## src/rtl/reduce_pkg.sv

```systemverilog
// reduce_pkg: shared types and helpers for chunked_reduce_sequencer
//    mode_t   : condense operation (MODE_AND = 0, MODE_OR = 1)
//    state_t  : sequencer FSM states (IDLE, RUN, DONE)
//    identity : accumulator start value for a mode (AND -> 1, OR -> 0)
package reduce_pkg;
   typedef enum logic {MODE_AND = 1'b0, MODE_OR = 1'b1} mode_t;
   typedef enum logic [1:0] {IDLE, RUN, DONE} state_t;
   function automatic logic identity(input mode_t m);
      return m == MODE_AND;
   endfunction
endpackage

```

## src/rtl/chunk_reduce.sv

```systemverilog
// chunk_reduce: combinational N-bit AND/OR reduction of one chunk
//    chunk : N-bit slice to reduce
//    mode  : MODE_AND -> &chunk, MODE_OR -> |chunk
//    red   : reduced bit
module chunk_reduce
   import reduce_pkg::*;
#(
   parameter int N = 32
) (
   input  logic [N-1:0] chunk,
   input  mode_t        mode,
   output logic         red
);
   assign red = (mode == MODE_OR) ? |chunk : &chunk;
endmodule

```

## src/rtl/chunked_reduce_sequencer.sv

```systemverilog
// chunked_reduce_sequencer: folds a W-bit vector to one bit, N bits per cycle
//    clk, rst_n           : clock, asynchronous active-low reset
//    in_valid/in_ready    : request handshake, in_vec/in_mode captured on accept
//    out_valid/out_ready  : result handshake
//    out_bit, out_chunks  : condensed bit and number of chunks examined
//    Define EARLY_EXIT_EN to stop on the first chunk that reduces to the
//    dominant value (0 for AND, 1 for OR).
module chunked_reduce_sequencer
   import reduce_pkg::*;
#(
   parameter int W = 256,
   parameter int N = 32,
   localparam int CHUNKS = W / N,
   localparam int CW = $clog2(CHUNKS + 1)
) (
   input  logic          clk,
   input  logic          rst_n,
   input  logic          in_valid,
   output logic          in_ready,
   input  logic [W-1:0]  in_vec,
   input  logic          in_mode,
   output logic          out_valid,
   input  logic          out_ready,
   output logic          out_bit,
   output logic [CW-1:0] out_chunks
);
   state_t        state;
   mode_t         mode;
   logic [W-1:0]  vec;
   logic [CW-1:0] idx;
   logic          acc;
   logic [N-1:0]  chunk;
   logic          red;
   logic          nacc;
   logic          last;

   assign in_ready  = state == IDLE;
   assign out_valid = state == DONE;

   // idx may legally reach CHUNKS, so select with a compare mux rather than a slice
   always_comb begin
      chunk = '0;
      for (int i = 0; i < CHUNKS; i++)
         if (idx == CW'(i)) chunk = vec[i*N +: N];
   end

   chunk_reduce #(.N(N)) u_red (.chunk(chunk), .mode(mode), .red(red));

   assign nacc = (mode == MODE_OR) ? (acc | red) : (acc & red);
   assign last = idx == CW'(CHUNKS - 1);

   always_ff @(posedge clk or negedge rst_n) begin
      if (!rst_n) begin
         state      <= IDLE;
         mode       <= MODE_AND;
         vec        <= '0;
         idx        <= '0;
         acc        <= 1'b0;
         out_bit    <= 1'b0;
         out_chunks <= '0;
      end else begin
         case (state)
            IDLE: if (in_valid) begin
               vec   <= in_vec;
               mode  <= mode_t'(in_mode);
               acc   <= identity(mode_t'(in_mode));
               idx   <= '0;
               state <= RUN;
            end
            RUN: begin
               acc <= nacc;
               idx <= idx + CW'(1);
`ifdef EARLY_EXIT_EN
               // dominant value equals the mode bit: 0 for AND, 1 for OR
               if (red == mode) begin
                  out_bit    <= mode;
                  out_chunks <= idx + CW'(1);
                  state      <= DONE;
               end else if (last) begin
                  out_bit    <= nacc;
                  out_chunks <= CW'(CHUNKS);
                  state      <= DONE;
               end
`else
               if (last) begin
                  out_bit    <= nacc;
                  out_chunks <= CW'(CHUNKS);
                  state      <= DONE;
               end
`endif
            end
            DONE: if (out_ready) state <= IDLE;
            default: state <= IDLE;
         endcase
      end
   end
endmodule

```

## config.mk

```make
export PLATFORM = sky130hd
export DESIGN_NAME = chunked_reduce_sequencer
export DESIGN_NICKNAME = d
export VERILOG_FILES = /design/src/rtl/reduce_pkg.sv /design/src/rtl/chunk_reduce.sv /design/src/rtl/chunked_reduce_sequencer.sv
export SDC_FILE = /design/constraint.sdc
export NUM_CORES = 1
export LEC_CHECK = 0
export CAP_MARGIN = 20
export CORE_ASPECT_RATIO = 0.75
export CORE_MARGIN = 10
export CORE_UTILIZATION = 56
export DETAILED_ROUTE_END_ITERATION = 10
export GPL_TIMING_DRIVEN = 0
export HOLD_SLACK_MARGIN = 0.1
export PLACE_DENSITY = 0.95
export SLEW_MARGIN = 30
export SYNTH_ARGS = -nofsm -noshare
export SYNTH_HDL_FRONTEND = slang
export SYNTH_HIERARCHICAL = 1
export SYNTH_SLANG_ARGS = --single-unit
```

## constraint.sdc

```tcl
create_clock -name clk -period 5.12 [get_ports clk]
set_input_delay 1.024 -clock clk [delete_from_list [all_inputs] [get_ports clk]]
set_output_delay 1.024 -clock clk [all_outputs]
set_load 0.02 [all_outputs]
```

Word-level counts from Yosys, hierarchy flattened
Index checks and enable logic that the tools add are counted.
{"block": "totals", "ram_bits": 0, "memories": 0, "register_bits": 266, "latch_bits": 0, "rom_bits": 0, "word_cells": 50}
{"block": "op_classes", "div_mod_pow": 0, "mul": 0, "eq_ne": 12, "shift": 0, "bitwise_logic": 3, "n_lt_le_gt_ge": 0, "n_mux": 18, "add_sub_neg": 1, "reduce_logical": 9}
{"operator": "$mux W32", "count": 8}
{"operator": "$reduce_and A32 Y1", "count": 1}
{"operator": "$reduce_or A32 Y1", "count": 1}
{"operator": "$eq A4 B3 Y1 const B", "count": 4}
{"operator": "$eq A4 B2 Y1 const B", "count": 2}
{"operator": "$pmux W4 S2", "count": 1}
{"operator": "$mux W2", "count": 3}
{"operator": "$pmux W2 S3", "count": 1}
{"operator": "$reduce_and A2 Y1", "count": 3}
{"operator": "$add A4 B1 Y4 const B", "count": 1}
{"operator": "$eq A4 B1 Y1 const B", "count": 1}
{"operator": "$logic_not A4 Y1", "count": 1}
{"operator": "$mux W4", "count": 1}
{"operator": "$ne A2 B2 Y1 const B", "count": 2}
{"operator": "$mux W1", "count": 3}
{"operator": "$reduce_and A3 Y1", "count": 1}
{"operator": "$eq A2 B1 Y1 const B", "count": 1}
{"operator": "$eq A2 B2 Y1 const B", "count": 1}
{"operator": "$logic_not A2 Y1", "count": 1}
{"operator": "$ne A2 B1 Y1 const B", "count": 1}
{"operator": "$pmux W1 S2", "count": 1}
{"operator": "$reduce_bool A2 Y1", "count": 1}
{"operator": "$and A1 B1 Y1", "count": 1}
{"operator": "$not A1 Y1", "count": 1}
{"operator": "$or A1 B1 Y1", "count": 1}

Depth between registers and ports, before layout
{"block": "logic_depth", "word_depth": 14, "mapped_depth": 16, "mapped_depth_nobuf": 13}

Cells and area by module
Netlist, hierarchy kept.
{"module": "chunked_reduce_sequencer", "area_each_um2": 12493.2, "cells_each": 1506, "n_inst": 1}
{"module": "chunk_reduce", "area_each_um2": 143.9, "cells_each": 24, "n_inst": 1}

Worst setup path before layout
Ideal clock, no wire load.
{"block": "synth_path", "path_type": "register to register", "startpoint": "register idx[0]", "endpoint": "register out_bit", "required_ns": 4.995, "n_path_buf": 2, "stages_incl_launch_ff": 14, "setup_slack_ns": 2.133, "t_arrival_ns": 2.862, "path_cell_list": "dfrtp_1 inv_1 ha_1 buf_2 clkbuf_1 a221oi_2 a211oi_1 a21oi_1 nor4_1 nand4_1 o21ai_0 o21ai_1 maj3_1 mux2_2"}
{"block": "synth_via", "elab_chain_cells": 13}
{"item": "from (decl)", "line": "chunked_reduce_sequencer.sv:30", "text": "logic [CW-1:0] idx;"}
{"item": "from (signal assigned)", "line": "chunked_reduce_sequencer.sv:72", "text": "idx <= idx + CW'(1);"}
{"item": "$logic_not A4 Y1", "line": "chunked_reduce_sequencer.sv:44", "text": "if (idx == CW'(i)) chunk = vec[i*N +: N];"}
{"item": "$mux W32 (7 in a row)", "line": "chunked_reduce_sequencer.sv:44"}
{"item": "$mux W32 (*)", "line": "chunked_reduce_sequencer.sv:44"}
{"item": "via chunk[26]", "line": "chunked_reduce_sequencer.sv:32", "text": "logic [N-1:0] chunk;"}
{"item": "$reduce_and A32 Y1 or $reduce_or A32 Y1 (tied branches)", "line": "chunk_reduce.sv:14", "text": "assign red = (mode == MODE_OR) ? |chunk : &chunk;"}
{"item": "$mux W1 (*)", "line": "chunk_reduce.sv:14"}
{"item": "via red", "line": "chunked_reduce_sequencer.sv:33", "text": "logic red;"}
{"item": "$and A1 B1 Y1 or $or A1 B1 Y1 (tied branches)", "line": "chunked_reduce_sequencer.sv:49", "text": "assign nacc = (mode == MODE_OR) ? (acc | red) : (acc & red);"}
{"item": "$mux W1 (*)", "line": "chunked_reduce_sequencer.sv:49"}
{"item": "to (signal assigned)", "line": "chunked_reduce_sequencer.sv:86", "text": "out_bit <= nacc;"}
{"item": "to (decl)", "line": "chunked_reduce_sequencer.sv:24", "text": "output logic out_bit,"}
Mark *: on every way through the listed nets, which the timed path passes. The rest lies on a longest branch.
A chain may end at the register's enable or synchronous reset.

Final worst setup path
Ends and elaborated chain as after synthesis.

==> results.cfg <==
[status]
status = finished clean

[timing]
finalSetupViolCount = 0
setup_ws_ns = 1.12
clock_skew_ns = 0.0103
drv_slew = 0
tns_ns = 0
hold_violations = 0
worst_pin_slew_ns = 0.800
slew_headroom_pct = 46.4
rsz0062_at_grt = false
fin_crit_sh_pct = 78.2
fin_crit_ns = 4.00
max_freq_mhz = 250

[synth]
synthArstFlopShare_pct = 100
synth-edff-count = 0
synth_top_area_cell = dfrtp_1
syn_area_um2 = 12600
synth_top_area_share_pct = 52.7
synthTopCellsByCount = 748 x nand2_1, 266 x dfrtp_1, 97 x a21oi_1
synth-warning-count = 6
ys_seq_elements = 266
ys_seq_area_share_pct = 52.7
synth_flop_cell = dfrtp_1
syn_avg_cell_area_um2 = 8.26
synth_most_common_cell = nand2_1
ys_types = 41
synthTopCellsByArea = dfrtp_1 53%, nand2_1 22%, a21oi_1 3.8%, a221oi_2 2.6%, clkbuf_1 1.9%
postSynthCellCount = 1530

[place]
post-place-ws_ns = 1.34
gp_congestion = 0.988
place_area_um2 = 15700
io_buffers = 264
post-dp-hpwl_um = 34800

[grt]
overflow = 0
grt_max_degree = 75
grt_pass1_wl_um = 71500
grt_pass1_vias = 12724
antenna_found_initial = 3
grt_usage_pct = 30.9

[clock_tree]
clkTransAtPathRegs_ns = 0.06
cts_buffers = 27
htreeDepth = 1
cts_hold_buf = 0
clk_latency_ns = 0.54
cts_sinks = 266
cts_tree = done
post_cts_buffers = 0
cts_resized = 0
root_buffer = clkbuf_16
clk_path_buf_depth = 3

[critical_path]
start_kind = register
critical-path-slowest-cell = a221oi_1
path_class = register to register
cp.required_ns = 5.54
critical_path.max_stage_delay_ns = 0.50
cp_common_cell = buf_2
cp_cell_sequence = inv_1 > ha_1 > buf_2 > buf_2 > a21oi_1 > a221oi_1 > o22ai_1 > nor4_1 > nand4_1 > o21ai_0 > o21ai_1 > maj3_1 > mux2_2
end_kind = register
crit_arrival_ns = 4.42
cp_max_fo = 10
reg2reg_slack_ns = 1.12

[drt]
final_antenna_net_count = 0
wl_um = 46700
via_count = 12690
wl_per_cell_um = 21.8
drt_iter0_drc = 1636
via_per_inst = 5.92
first_pass_iters = 6
drcViolationCount = 0

[cells_and_area]
syn2layout_area_growth_pct = 32.0
drive_above_1_share_pct = 7.25
final_cell_area_um2 = 16700
final_nets = 2093
utilization_pct = 75.4

[power_and_ir_drop]
ir_worst_vdd_mv = 0.311
leakagePower_nw = 7.92
power_density_nw_per_um2 = 616

[run]
maxCapViolCount = 0

[worst_hold_path]
min_path_type = input port to asynchronous set/reset pin

[die]
initial_core_util_pct = 57.2
num_rows = 47
num_io_pins = 268
dieArea_um2 = 29000
die_h_um = 150
die_w_um = 193
core_area_um2 = 22100
## through the flow
step | power (mW) | std cells | hold slack, ns
3_3_place_gp | 7.79 | 2090 | 0.451
5_1_grt | 10.8 | 2143 | 0.489
6_report | 10.3 | 2144 | 0.461
3_5_place_dp | 7.99 | 2093 | 0.457
2_1_floorplan | 6.41 | 1532 | 0.437
4_1_cts | 10.1 | 2142 | 0.471
## flip-flops by register name, indices dropped and copies added (netlist names)
name	count
idx	4
out_bit	1
acc	1
mode	1
out_chunks	1
state	2
vec	256
## power by group
| part | internal [mW] | leakage (nW) | switching [mW] |
|---|---|---|---|
| combinational | 1.56 | 4.14 | 2.97 |
| sequential | 3.08 | 3.31 | 0.578 |
| clock | 1.23 | 0.468 | 0.848 |
## cell families after synthesis
family	Yosys count	synth area share (%)
adders and majority gates	5	0.475
muxes	2	0.168
DFF	266	52.7
other	1	0.0297
buffers and inverters	152	5.30
and+or+nand+nor	828	26.2
AOI/OAI and AO/OA	276	15.2
## routing by layer
| layer | part of all wire (%) | vias to the layer above | global-route usage, % |
|---|---|---|---|
| met3 | 11 | 154 | 7.42 |
| met1 | 41 | 6015 | 42.1 |
| met5 | 0.017 | - | 0 |
| met4 | 4.5 | 2 | 12.6 |
| met2 | 44 | 896 | 46.9 |
| li1 | - | 5623 | - |
## worst paths after layout
check | to | cells past startpoint | start
max in group asynchronous | vec[168] | 4 | rst_n
hold / removal | vec[54] | 1 | rst_n
hold reg to reg | vec[161] | 2 | vec[161]
min in group clk | vec[161] | 2 | vec[161]
setup reg to reg | out_bit | 13 | idx[0]
setup / recovery | out_bit | 13 | idx[0]
## area by class of cell
type                       count  area (um2)
sequential                   266        6660
fill                        1557        5430
multi-input combinational   1114        5320
timing repair buffer         267        2730
clock buffer                  38         797
buffer                       116         534
tap                          294         368
inverter                      36         135
clock inverter                11         134
antenna                        2        5.00
## critical path, delay by kind of cell (launching register included)
family          cells  cell delay, ns
compound gates      5            1.20
fa+ha+maj           2            0.63
buf+inv             3            0.72
flops               1            0.45
mux                 1            0.27
simple gates        2            0.59
## layout by cell type, fill, tap and decap left out, drive strengths merged, types with 4 or more instances in the layout
master	Yosys	final
a22oi	10	10
nand2	748	748
nand3b	22	22
nor2	13	13
nand4	9	9
inv	36	36
o22ai	32	32
ha	4	4
nor4	10	10
nand2b	12	12
a32o	22	22
clkbuf	65	103
a211oi	22	22
clkdlybuf4s50	0	263
clkinv	0	8
nor2b	5	5
o21ai	46	46
buf	51	55
dfrtp	266	266
a221oi	32	32
a21oi	107	107
Note: power is estimated with default switching activity, not from simulation.
